$ cat src/rtl/ps2_pkg.sv
// Shared definitions for the PS/2 receive path: FSM states, frame geometry,
// FIFO depth and the default timing parameters.
package ps2_pkg;

  typedef enum logic [1:0] {
    IDLE   = 2'd0,
    DATA   = 2'd1,
    PARITY = 2'd2,
    STOP   = 2'd3
  } ps2_state_t;

  localparam int FRAME_BITS      = 8;
  localparam int FIFO_DEPTH      = 4;
  localparam int FILTER_LEN_DEF  = 8;
  localparam int TIMEOUT_CYC_DEF = 16384;
  localparam int HOLDOFF_DEF     = 4;

  // True when data plus parity bit carry an odd number of ones.
  function automatic logic odd_parity_ok(input logic [FRAME_BITS-1:0] data,
                                         input logic par);
    return ^{data, par};
  endfunction

endpackage

$ cat src/rtl/ps2_filter.sv
// Synchronizes the PS/2 lines into mclk, removes short glitches from the
// PS/2 clock and flags each accepted falling edge with a one-cycle strobe.
module ps2_filter
  import ps2_pkg::*;
#(
  parameter int FILTER_LEN = FILTER_LEN_DEF
) (
  input  logic mclk,
  input  logic reset_in,
  input  logic ps2_clk,
  input  logic ps2_data,
  output logic data_sync,
  output logic fall
);

  localparam int CW = $clog2(FILTER_LEN + 1);

  logic [1:0]    clk_sync;
  logic [1:0]    dat_sync;
  logic          filt;
  logic          filt_prev;
  logic [CW-1:0] run_cnt;

  // Two-flop synchronizers; idle PS/2 lines are high, so reset to 1.
  always_ff @(posedge mclk) begin
    if (reset_in) begin
      clk_sync <= 2'b11;
      dat_sync <= 2'b11;
    end else begin
      clk_sync <= {clk_sync[0], ps2_clk};
      dat_sync <= {dat_sync[0], ps2_data};
    end
  end

  // Accept a new clock level only after FILTER_LEN consecutive differing samples.
  always_ff @(posedge mclk) begin
    if (reset_in) begin
      filt      <= 1'b1;
      filt_prev <= 1'b1;
      run_cnt   <= '0;
    end else begin
      filt_prev <= filt;
      if (clk_sync[1] == filt) begin
        run_cnt <= '0;
      end else if (run_cnt == CW'(FILTER_LEN - 1)) begin
        filt    <= clk_sync[1];
        run_cnt <= '0;
      end else begin
        run_cnt <= run_cnt + 1'b1;
      end
    end
  end

  assign data_sync = dat_sync[1];
  assign fall      = filt_prev & ~filt;

endmodule

$ cat src/rtl/ps2_rx.sv
// PS/2 keyboard receiver: frame decoding FSM, 4-entry byte FIFO and a
// presentation stage with read holdoff.
//
// Consumer handshake: Scan_DAV is the valid, DoRead is the acknowledge.
// A byte is transferred in a cycle where Scan_DAV=1 and DoRead=1; Scan_DAV
// drops the next cycle and the next byte cannot appear for HOLDOFF cycles.
// DoRead with Scan_DAV=0 has no effect. Scan_Code stays stable until the
// next presentation, so it may be read after the acknowledge.
module ps2_rx
  import ps2_pkg::*;
#(
  parameter int FILTER_LEN  = FILTER_LEN_DEF,
  parameter int TIMEOUT_CYC = TIMEOUT_CYC_DEF,
  parameter int HOLDOFF     = HOLDOFF_DEF
) (
  input  logic       mclk,
  input  logic       reset_in,
  input  logic       PS2_Clk,
  input  logic       PS2_Data,
  input  logic       DoRead,
  output logic       Scan_DAV,
  output logic [7:0] Scan_Code,
  output logic       Scan_Err
);

  localparam int TW = $clog2(TIMEOUT_CYC + 1);
  localparam int HW = $clog2(HOLDOFF + 2);
  localparam int PW = $clog2(FIFO_DEPTH);
  localparam int NW = $clog2(FIFO_DEPTH + 1);

  // Filtered PS/2 interface
  logic ps2_fall;
  logic ps2_data_s;

  // Frame decoder state
  ps2_state_t            state;
  logic [2:0]            bitcnt;
  logic [FRAME_BITS-1:0] shreg;
  logic                  par_bit;
  logic [TW-1:0]         tmo_cnt;
  logic                  push_valid;
  logic [FRAME_BITS-1:0] push_data;
  logic                  err_req;

  // FIFO and presentation state
  logic [FRAME_BITS-1:0] fifo_mem [FIFO_DEPTH];
  logic [PW-1:0]         wr_ptr;
  logic [PW-1:0]         rd_ptr;
  logic [NW-1:0]         count;
  logic [HW-1:0]         holdoff_cnt;

  logic present;
  logic bypass;
  logic pop;
  logic wr;
  logic overrun;

  ps2_filter #(
    .FILTER_LEN(FILTER_LEN)
  ) u_filter (
    .mclk      (mclk),
    .reset_in  (reset_in),
    .ps2_clk   (PS2_Clk),
    .ps2_data  (PS2_Data),
    .data_sync (ps2_data_s),
    .fall      (ps2_fall)
  );

  // Frame decoder: start/data/parity/stop with an inactivity timeout.
  always_ff @(posedge mclk) begin
    if (reset_in) begin
      state      <= IDLE;
      bitcnt     <= '0;
      shreg      <= '0;
      par_bit    <= 1'b0;
      tmo_cnt    <= '0;
      push_valid <= 1'b0;
      push_data  <= '0;
      err_req    <= 1'b0;
    end else begin
      push_valid <= 1'b0;
      err_req    <= 1'b0;
      if (state == IDLE) begin
        tmo_cnt <= '0;
        bitcnt  <= '0;
        if (ps2_fall && !ps2_data_s) state <= DATA;
      end else if (ps2_fall) begin
        tmo_cnt <= '0;
        case (state)
          DATA: begin
            shreg <= {ps2_data_s, shreg[FRAME_BITS-1:1]};
            if (bitcnt == 3'(FRAME_BITS - 1)) begin
              bitcnt <= '0;
              state  <= PARITY;
            end else begin
              bitcnt <= bitcnt + 1'b1;
            end
          end
          PARITY: begin
            par_bit <= ps2_data_s;
            state   <= STOP;
          end
          STOP: begin
            state <= IDLE;
            if (odd_parity_ok(shreg, par_bit) && ps2_data_s) begin
              push_valid <= 1'b1;
              push_data  <= shreg;
            end else begin
              err_req <= 1'b1;
            end
          end
          default: state <= IDLE;
        endcase
      end else if (tmo_cnt == TW'(TIMEOUT_CYC - 1)) begin
        state   <= IDLE;
        tmo_cnt <= '0;
        bitcnt  <= '0;
        shreg   <= '0;
        err_req <= 1'b1;
      end else begin
        tmo_cnt <= tmo_cnt + 1'b1;
      end
    end
  end

  // A fresh byte bypasses the empty FIFO so it can be presented right away.
  always_comb begin
    present = !Scan_DAV && (holdoff_cnt == '0) && ((count != '0) || push_valid);
    bypass  = present && (count == '0);
    pop     = present && (count != '0);
    wr      = push_valid && !bypass && ((count != NW'(FIFO_DEPTH)) || pop);
    overrun = push_valid && !bypass && (count == NW'(FIFO_DEPTH)) && !pop;
  end

  // FIFO storage; contents only matter where count says they are valid.
  always_ff @(posedge mclk) begin
    if (wr) fifo_mem[wr_ptr] <= push_data;
  end

  // FIFO pointers, presentation, holdoff and the merged error pulse.
  always_ff @(posedge mclk) begin
    if (reset_in) begin
      wr_ptr      <= '0;
      rd_ptr      <= '0;
      count       <= '0;
      holdoff_cnt <= '0;
      Scan_DAV    <= 1'b0;
      Scan_Code   <= '0;
      Scan_Err    <= 1'b0;
    end else begin
      Scan_Err <= err_req | overrun;
      if (wr) wr_ptr <= wr_ptr + 1'b1;
      if (pop) rd_ptr <= rd_ptr + 1'b1;
      case ({wr, pop})
        2'b10:   count <= count + 1'b1;
        2'b01:   count <= count - 1'b1;
        default: count <= count;
      endcase
      if (DoRead && Scan_DAV) begin
        Scan_DAV    <= 1'b0;
        holdoff_cnt <= HW'(HOLDOFF);
      end else if (holdoff_cnt != '0) begin
        holdoff_cnt <= holdoff_cnt - 1'b1;
      end
      if (present) begin
        Scan_DAV  <= 1'b1;
        Scan_Code <= bypass ? push_data : fifo_mem[rd_ptr];
      end
    end
  end

endmodule

$ cat config.mk
export PLATFORM = sky130hd
export DESIGN_NAME = ps2_rx
export DESIGN_NICKNAME = d
export VERILOG_FILES = /design/src/rtl/ps2_pkg.sv /design/src/rtl/ps2_filter.sv /design/src/rtl/ps2_rx.sv
export SDC_FILE = /design/constraint.sdc
export NUM_CORES = 1
export LEC_CHECK = 0
export BUFFER_PORTS_ARGS = -buffer_cell sky130_fd_sc_hd__buf_4
export CORE_MARGIN = 1.5
export CORE_UTILIZATION = 40
export CTS_BUF_LIST = sky130_fd_sc_hd__clkbuf_16
export CTS_CLUSTER_SIZE = 40
export DETAILED_ROUTE_END_ITERATION = 6
export PLACE_DENSITY = 0.64
export RECOVER_POWER = 25
export SYNTH_ARGS = -nofsm -noshare
export SYNTH_HDL_FRONTEND = slang
export SYNTH_SLANG_ARGS = --single-unit
$ cat constraint.sdc
create_clock -name mclk -period 3.1 [get_ports mclk]
set_clock_uncertainty 0.05 [all_clocks]
set_input_delay 0.31 -clock mclk [delete_from_list [all_inputs] [get_ports mclk]]
set_output_delay 0.31 -clock mclk [all_outputs]
set_load 0.03 [all_outputs]
==> reports/results.tsv, run 1 <==
stage	metric	value	unit
setup_path	worst_setup_path_end_kind	flip-flop	
global_routing	grt_usage	13.4	%
yosys	synthTopCellsByCount	74 x nor2_1, 71 x dfxtp_1, 32 x edfxtp_1	
setup_path	critical-path-max-stage-delay	0.43	ns
yosys	synth_flop_cell	dfxtp_1	
clock_network	cts_setup_buffers	0	
yosys	async_reset_ff_share	0	%
place	place_area	4680	um2
place	place_congestion	0.740	
yosys	synthDistinctLibCells	46	
yosys	synth_most_common_cell	nor2_1	
clock_network	cts_tree	done	
die	die_h	108	um
yosys	synthMuxAreaShare	8.85	%
die	row_count	38	
layout	drive_gt1_share	11.2	%
clock_network	path_clk_slew	0.07	ns
hold_path	min_path_type	input port to flip-flop	
layout	syn_to_final_growth	12.3	%
die	floorplan.die_area	11700	um2
setup_path	cp_max_fo	6	
power_and_ir_drop	peakVddDrop	353	uV
die	core_area	10800	um2
yosys	synth_area	4440	um2
yosys	synth-edff-count	32	
sta	hold_viol_final	0	
clock_network	insertion_delay	0.34	ns
setup_path	crit_top_cell	ha_1	
drt	dr.pass1.iters	4	
yosys	synth_nets	434	
yosys	yosys_warnings	0	
layout	design_area	4990	um2
setup_path	worstSetupPathType	flip-flop to flip-flop	
drt	routedWlPerCell	12.8	um
yosys	synth-simple-area-share	15.9	%
drt	drc	0	
yosys	synth_largest_area_cell	dfxtp_1	
layout	diodes	0	
global_routing	antenna_found_initial	0	
yosys	syn_inst	413	
global_routing	grt_overflow	0	
yosys	synth_top_area_share	32.0	%
setup_path	required	3.20	ns
place	dp_hpwl	5080	um
clock_network	cts-root-buf	clkbuf_16	
layout	nets	444	
job	max-cap-violations	1	
sta	worst_slew_pin_slew	2.13	ns
die	dieWidth	108	um
sta	min_period_over_period	79.8	%
sta	slew_headroom	-42.1	%
yosys	synth-xor-area-share	6.54	%
place	io_buffers	14	
drt	finalWirelength	7250	um
die	start_util	41.0	%
yosys	ys_top_cells_by_area	dfxtp_1 32%, edfxtp_1 22%, nor2_1 6.3%, mux2i_1 4.3%, ha_1 4.2%	
power_and_ir_drop	powerDensity	716	nW/um2
setup_path	path_cells	inv_1 -> ha_1 -> ha_1 -> nand2b_1 -> nor3_1 -> fa_1 -> o41ai_1 -> xnor2_1 -> nor2_1	
sta	fmax	404	MHz
yosys	synth_top_family_by_area	simple AND/OR/NAND/NOR gates	
drt	vias_per_cell	4.98	
die	ios	15	
drt	ant_nets	0	
global_routing	grt_pass1_wl	12300	um
clock_network	clockBufferDepth	2	
clock_network	postCtsHoldBufs	0	
clock_network	htree_levels	3	
yosys	yosysSeqAreaShare	53.6	%
sta	rsz0062_at_grt	no	
outcome	status	finished with violations	
power_and_ir_drop	p_leak	1.80	nW
clock_network	cts_resized	0	
setup_path	start_kind	flip-flop	
drt	drt_iter0_drc	98	
yosys	yosys.area_share.adder	4.68	%
setup_path	crit_arrival	2.57	ns
clock_network	cts_sinks	103	
setup_path	critPathSlowestCell	o41ai_1	
sta	tns	0	ns
drt	num_vias	2826	
sta	finalSetupViolCount	0	
outcome	violations	capacitance limit, slew limit	
sta	slew_violations	53	
sta	finalCriticalPeriod	2.47	ns
global_routing	grt_pass1_vias	2660	
yosys	avgSynthCellArea	10.8	um2
yosys	yosys_register_bits	103	
global_routing	grt_max_degree	53	
clock_network	cts_buffers	9	
yosys	synth-compound-area-share	7.50	%
==> worst max-delay path, delay by kind of cell (launching register included) <==
kind,cells,cell delay [ns]
buffers and inverters,1,0.05
AO/OA/AOI/OAI,1,0.43
XOR/XNOR,1,0.17
AND/OR/NAND/NOR,3,0.35
adder cells (fa/ha/maj),3,0.89
flip-flops,1,0.35
==> registers in the layout, indices dropped and copies added, names as in the netlist, 3 cells and up, named ones only <==
signal / cells
holdoff_cnt: 3
fifo_mem: 32
shreg: 8
push_data: 8
Scan_Code: 8
tmo_cnt: 15
bitcnt: 3
count: 3
u_filter.run_cnt: 4
==> path summary, 6_finish.rpt <==
check | start | to | slack, ns | cells past startpoint
max reg2reg | holdoff_cnt[0]$_SDFFE_PP0P_ | count[2]$_SDFFE_PP0P_ | 0.63 | 9
min | PS2_Data | u_filter.dat_sync[0]$_SDFF_PP1_ | 0.10 | 2
min reg2reg | u_filter.clk_sync[0]$_SDFF_PP1_ | u_filter.clk_sync[1]$_SDFF_PP1_ | 0.36 | 1
max | holdoff_cnt[0]$_SDFFE_PP0P_ | count[2]$_SDFFE_PP0P_ | 0.63 | 9
==> cells by family (layout without fill, tap and decap cells) <==
kind of cell,after synthesis,after routing
xor+xnor,30,30
compound gates,52,52
fa+ha+maj,16,16
buf+inv,34,49
mux,28,28
flops,103,103
simple gates,150,150
==> cell usage in the layout (no fill, tap or decap), types with 3 or more instances in the layout <==
master	instances
mux2i_1	19
nor3_1	10
a31oi_1	6
xnor2_1	17
nand4_1	4
buf_4	18
clkbuf_16	10
dfxtp_1	71
ha_1	15
and2_1	4
inv_1	15
nand3_1	13
a21oi_1	22
nor2_1	74
a32oi_1	3
o21ai_0	6
nand2_1	13
xor2_1	11
edfxtp_1	32
nand2b_1	6
or2_2	5
mux4_2	8
nor2b_1	10
==> report_power, final <==
group | total [W] | internal (W) | leakage (nW) | switching (W)
registers | 0.00157 | 0.00146 | 0.872 | 0.000104
logic | 0.000855 | 0.000400 | 0.776 | 0.000456
clock network | 0.00115 | 0.000670 | 0.153 | 0.000475
==> metal layers <==
layer,GRT usage (%),vias to the layer above,wire length (um)
met5,0,-,0
met4,4.79,0,102
met3,3.98,9,221
met2,21.8,29,3340
met1,17.0,1341,3580
li1,-,1447,-
==> per-stage QoR <==
stage	cells	power, W	util [%]	setup WS [ns]	hold WS, ns
global route	568	0.00378	46.0	0.376	0.0858
global placement	552	0.00244	43.2	0.781	0.344
floorplan	413	0.00229	-	0.623	0.339
CTS	568	0.00361	46.1	0.663	0.0896
detailed placement	552	0.00246	43.2	0.680	0.343
finish	568	0.00357	46.0	0.626	0.102
==> final cells by class <==
type,instances,area (um2)
fillers,1023,5850
flip-flops and latches,103,2380
multi-input cells,276,1930
clock buffers,10,250
well taps,140,175
repair buffers,19,139
clock inverters,6,58.8
inverters,14,52.6
Power figures use the tool's default switching activity.
==> inputs of run 2 (changes only) <==
PLACE_DENSITY = 0.67   (was 0.64)
clock period = 2.2 ns   (was 3.1 ns; I/O delays follow)
==> run 2 against run 1 <==
The run now ends clean; hold slack got worse by 0.083 ns; clock power up 43%; non-clock buffer count up 11; core utilization is 1.2 points higher; sequential share of layout area down 1.2 points; clock-buffer cell count shrank 1; register-to-register slack got worse by 0.45 ns; setup slack lost 0.45 ns; power is 46% higher; die area did not move; combinational power is 60% higher.
==> reports/results.tsv, run 2 (synthesis gave the netlist of run 1 again) <==
stage	metric	value	unit
sta	worst_slew_pin_slew	0.547	ns
power_and_ir_drop	power_frac_seq	42.0	%
hold_path	hold_path_depth	2	
power_and_ir_drop	powerDensity	1020	nW/um2
setup_path	crit_top_cell	ha_1	
global_routing	antenna_found_initial	0	
drt	ant_nets	0	
power_and_ir_drop	power.switching	0.00150	W
clock_network	clockBufferDepth	2	
sta	slew_headroom	63.4	%
die	ios	15	
layout	largestRegisters	fifo_mem x32, tmo_cnt x15	
layout	fin_cells	579	
place	dp_hpwl	5330	um
power_and_ir_drop	combPwrFrac	26.4	%
setup_path	worstSetupPathType	flip-flop to flip-flop	
setup_path	critPathSlowestCell	dfxtp_2	
setup_path	reg2reg_slack	0.18	ns
sta	slew_violations	0	
die	core_area	10800	um2
sta	finalCriticalPeriod	2.02	ns
clock_network	cts-root-buf	clkbuf_16	
setup_path	critical-path-max-stage-delay	0.33	ns
layout	top_register	fifo_mem	
sta	fmax	495	MHz
layout	drive_gt1_share	15.9	%
place	dp.cells	563	
clock_network	cts_sinks	103	
die	die_h	108	um
global_routing	grt_max_degree	53	
drt	num_vias	2905	
clock_network	postCtsHoldBufs	0	
power_and_ir_drop	p_leak	1.87	nW
setup_path	required	2.36	ns
setup_path	rr_startpoint	holdoff_cnt[0]$_SDFFE_PP0P_	
drt	routedWlPerCell	13.0	um
hold_path	min_to	u_filter.dat_sync[0]$_SDFF_PP1_	
sta	tns	0	ns
layout	final_cell_mix	74 x nor2_1, 69 x dfxtp_1, 32 x edfxtp_1	
setup_path	r2r_cells	10	
clock_network	htree_levels	3	
power_and_ir_drop	peakVddDrop	557	uV
sta	hold_viol_final	0	
setup_path	worst_setup_path_end_kind	flip-flop	
die	start_util	41.0	%
place	place_congestion	0.749	
layout	largest_reg_flops	32	
drt	vias_per_cell	5.02	
layout	diodes	0	
sta	min_period_over_period	91.9	%
power_and_ir_drop	p_int	0.00371	W
setup_path	path_cells	inv_1 -> ha_1 -> ha_1 -> nand2b_1 -> nor3_1 -> fa_2 -> o2111ai_1 -> o41ai_2 -> xnor2_1 -> nor2_1	
power_and_ir_drop	p_clk_share	31.7	%
setup_path	crit_family	adder cells	
drt	finalWirelength	7550	um
power_and_ir_drop	switching_share	28.8	%
layout	mostFrequentLayoutCell	nor2_1	
job	max-cap-violations	0	
layout	syn_to_final_growth	15.3	%
die	row_count	38	
layout	nets	455	
layout	nFillCells	1006	
sta	rsz0062_at_grt	no	
layout	design_area	5120	um2
drt	drc	0	
global_routing	grt_pass1_wl	12700	um
clock_network	path_clk_slew	0.07	ns
outcome	status	finished clean	
setup_path	cp.buffers_inverters	1	
clock_network	cts_buffers	9	
place	place_area	4800	um2
global_routing	grt_overflow	0	
setup_path	start_kind	flip-flop	
place	io_buffers	14	
setup_path	rr_endpoint	count[2]$_SDFFE_PP0P_	
setup_path	cp_max_fo	3	
clock_network	insertion_delay	0.34	ns
drt	dr.pass1.iters	6	
setup_path	crit_arrival	2.18	ns
global_routing	grt_pass1_vias	2720	
sta	finalSetupViolCount	0	
die	dieWidth	108	um
die	floorplan.die_area	11700	um2
hold_path	hp-start	PS2_Data	
global_routing	grt_usage	13.8	%
drt	drt_iter0_drc	114	
clock_network	cts_tree	done	
hold_path	min_path_type	input port to flip-flop	
-- run 2: cell count changes in the layout (fill, tap and decap cells not counted), moves of 2 or more --
| cell | change |
|---|---|
| dfxtp_1 | -2 |
| dfxtp_2 | +2 |
| and2_1 | -4 |
| and2_2 | +4 |
| buf_4 | +11 |
-- run 2: layout make-up --
class                   instances  area [um2]  share of cell area [%]
flip-flops and latches        103        2380                    46.6
clock buffers                   9         225                    4.40
well taps                     140         175                    3.42
repair buffers                 30         238                    4.64
clock inverters                 7        88.8                    1.74
inverters                      14        52.6                    1.03
multi-input cells             276        1960                    38.2
-- run 2: per-layer routing --
metal	track usage (%)	share of wire [%]
met5	0	0
met4	4.04	0.98
met3	4.52	3.0
met2	23.0	47
met1	17.1	49
-- run 2: how the worst max path moves through the flow --
stage,cells after the start,from,endpoint
CTS,9,holdoff_cnt[0]$_SDFFE_PP0P_,count[2]$_SDFFE_PP0P_
global route,10,holdoff_cnt[0]$_SDFFE_PP0P_,count[2]$_SDFFE_PP0P_
finish,10,holdoff_cnt[0]$_SDFFE_PP0P_,count[2]$_SDFFE_PP0P_
floorplan,9,holdoff_cnt[0]$_SDFFE_PP0P_,count[2]$_SDFFE_PP0P_
detailed placement,9,holdoff_cnt[0]$_SDFFE_PP0P_,count[2]$_SDFFE_PP0P_
global placement,9,holdoff_cnt[0]$_SDFFE_PP0P_,count[2]$_SDFFE_PP0P_
-- run 2: per-stage QoR --
| stage | utilization [%] | power [W] | hold slack, ns | worst slack (ns) |
|---|---|---|---|---|
| floorplan | - | 0.00323 | 0.274 | 0.0119 |
| global placement | 44.3 | 0.00355 | 0.343 | 0.109 |
| detailed placement | 44.3 | 0.00360 | 0.349 | 0.0148 |
| CTS | 47.1 | 0.00526 | 0.00491 | 0.00894 |
| global route | 47.2 | 0.00548 | 0.00347 | 0.0204 |
| finish | 47.2 | 0.00521 | 0.0186 | 0.179 |
-- run 2: repair_timing --
| action | 4_1_cts | 5_1_grt |
|---|---|---|
| gates resized for setup | 0 | 6 |
| endpoints found under the setup margin | 0 | 33 |
| setup buffers | 0 | 0 |
-- run 2: power by group through the flow --
stage	clock, W	sequential (W)	combinational [W]
after floorplan	0	0.00223	0.00100
after CTS	0.00169	0.00219	0.00138
final	0.00165	0.00219	0.00137
after global placement	0	0.00222	0.00133
after detailed placement	0	0.00223	0.00138
after global routing	0.00175	0.00221	0.00152
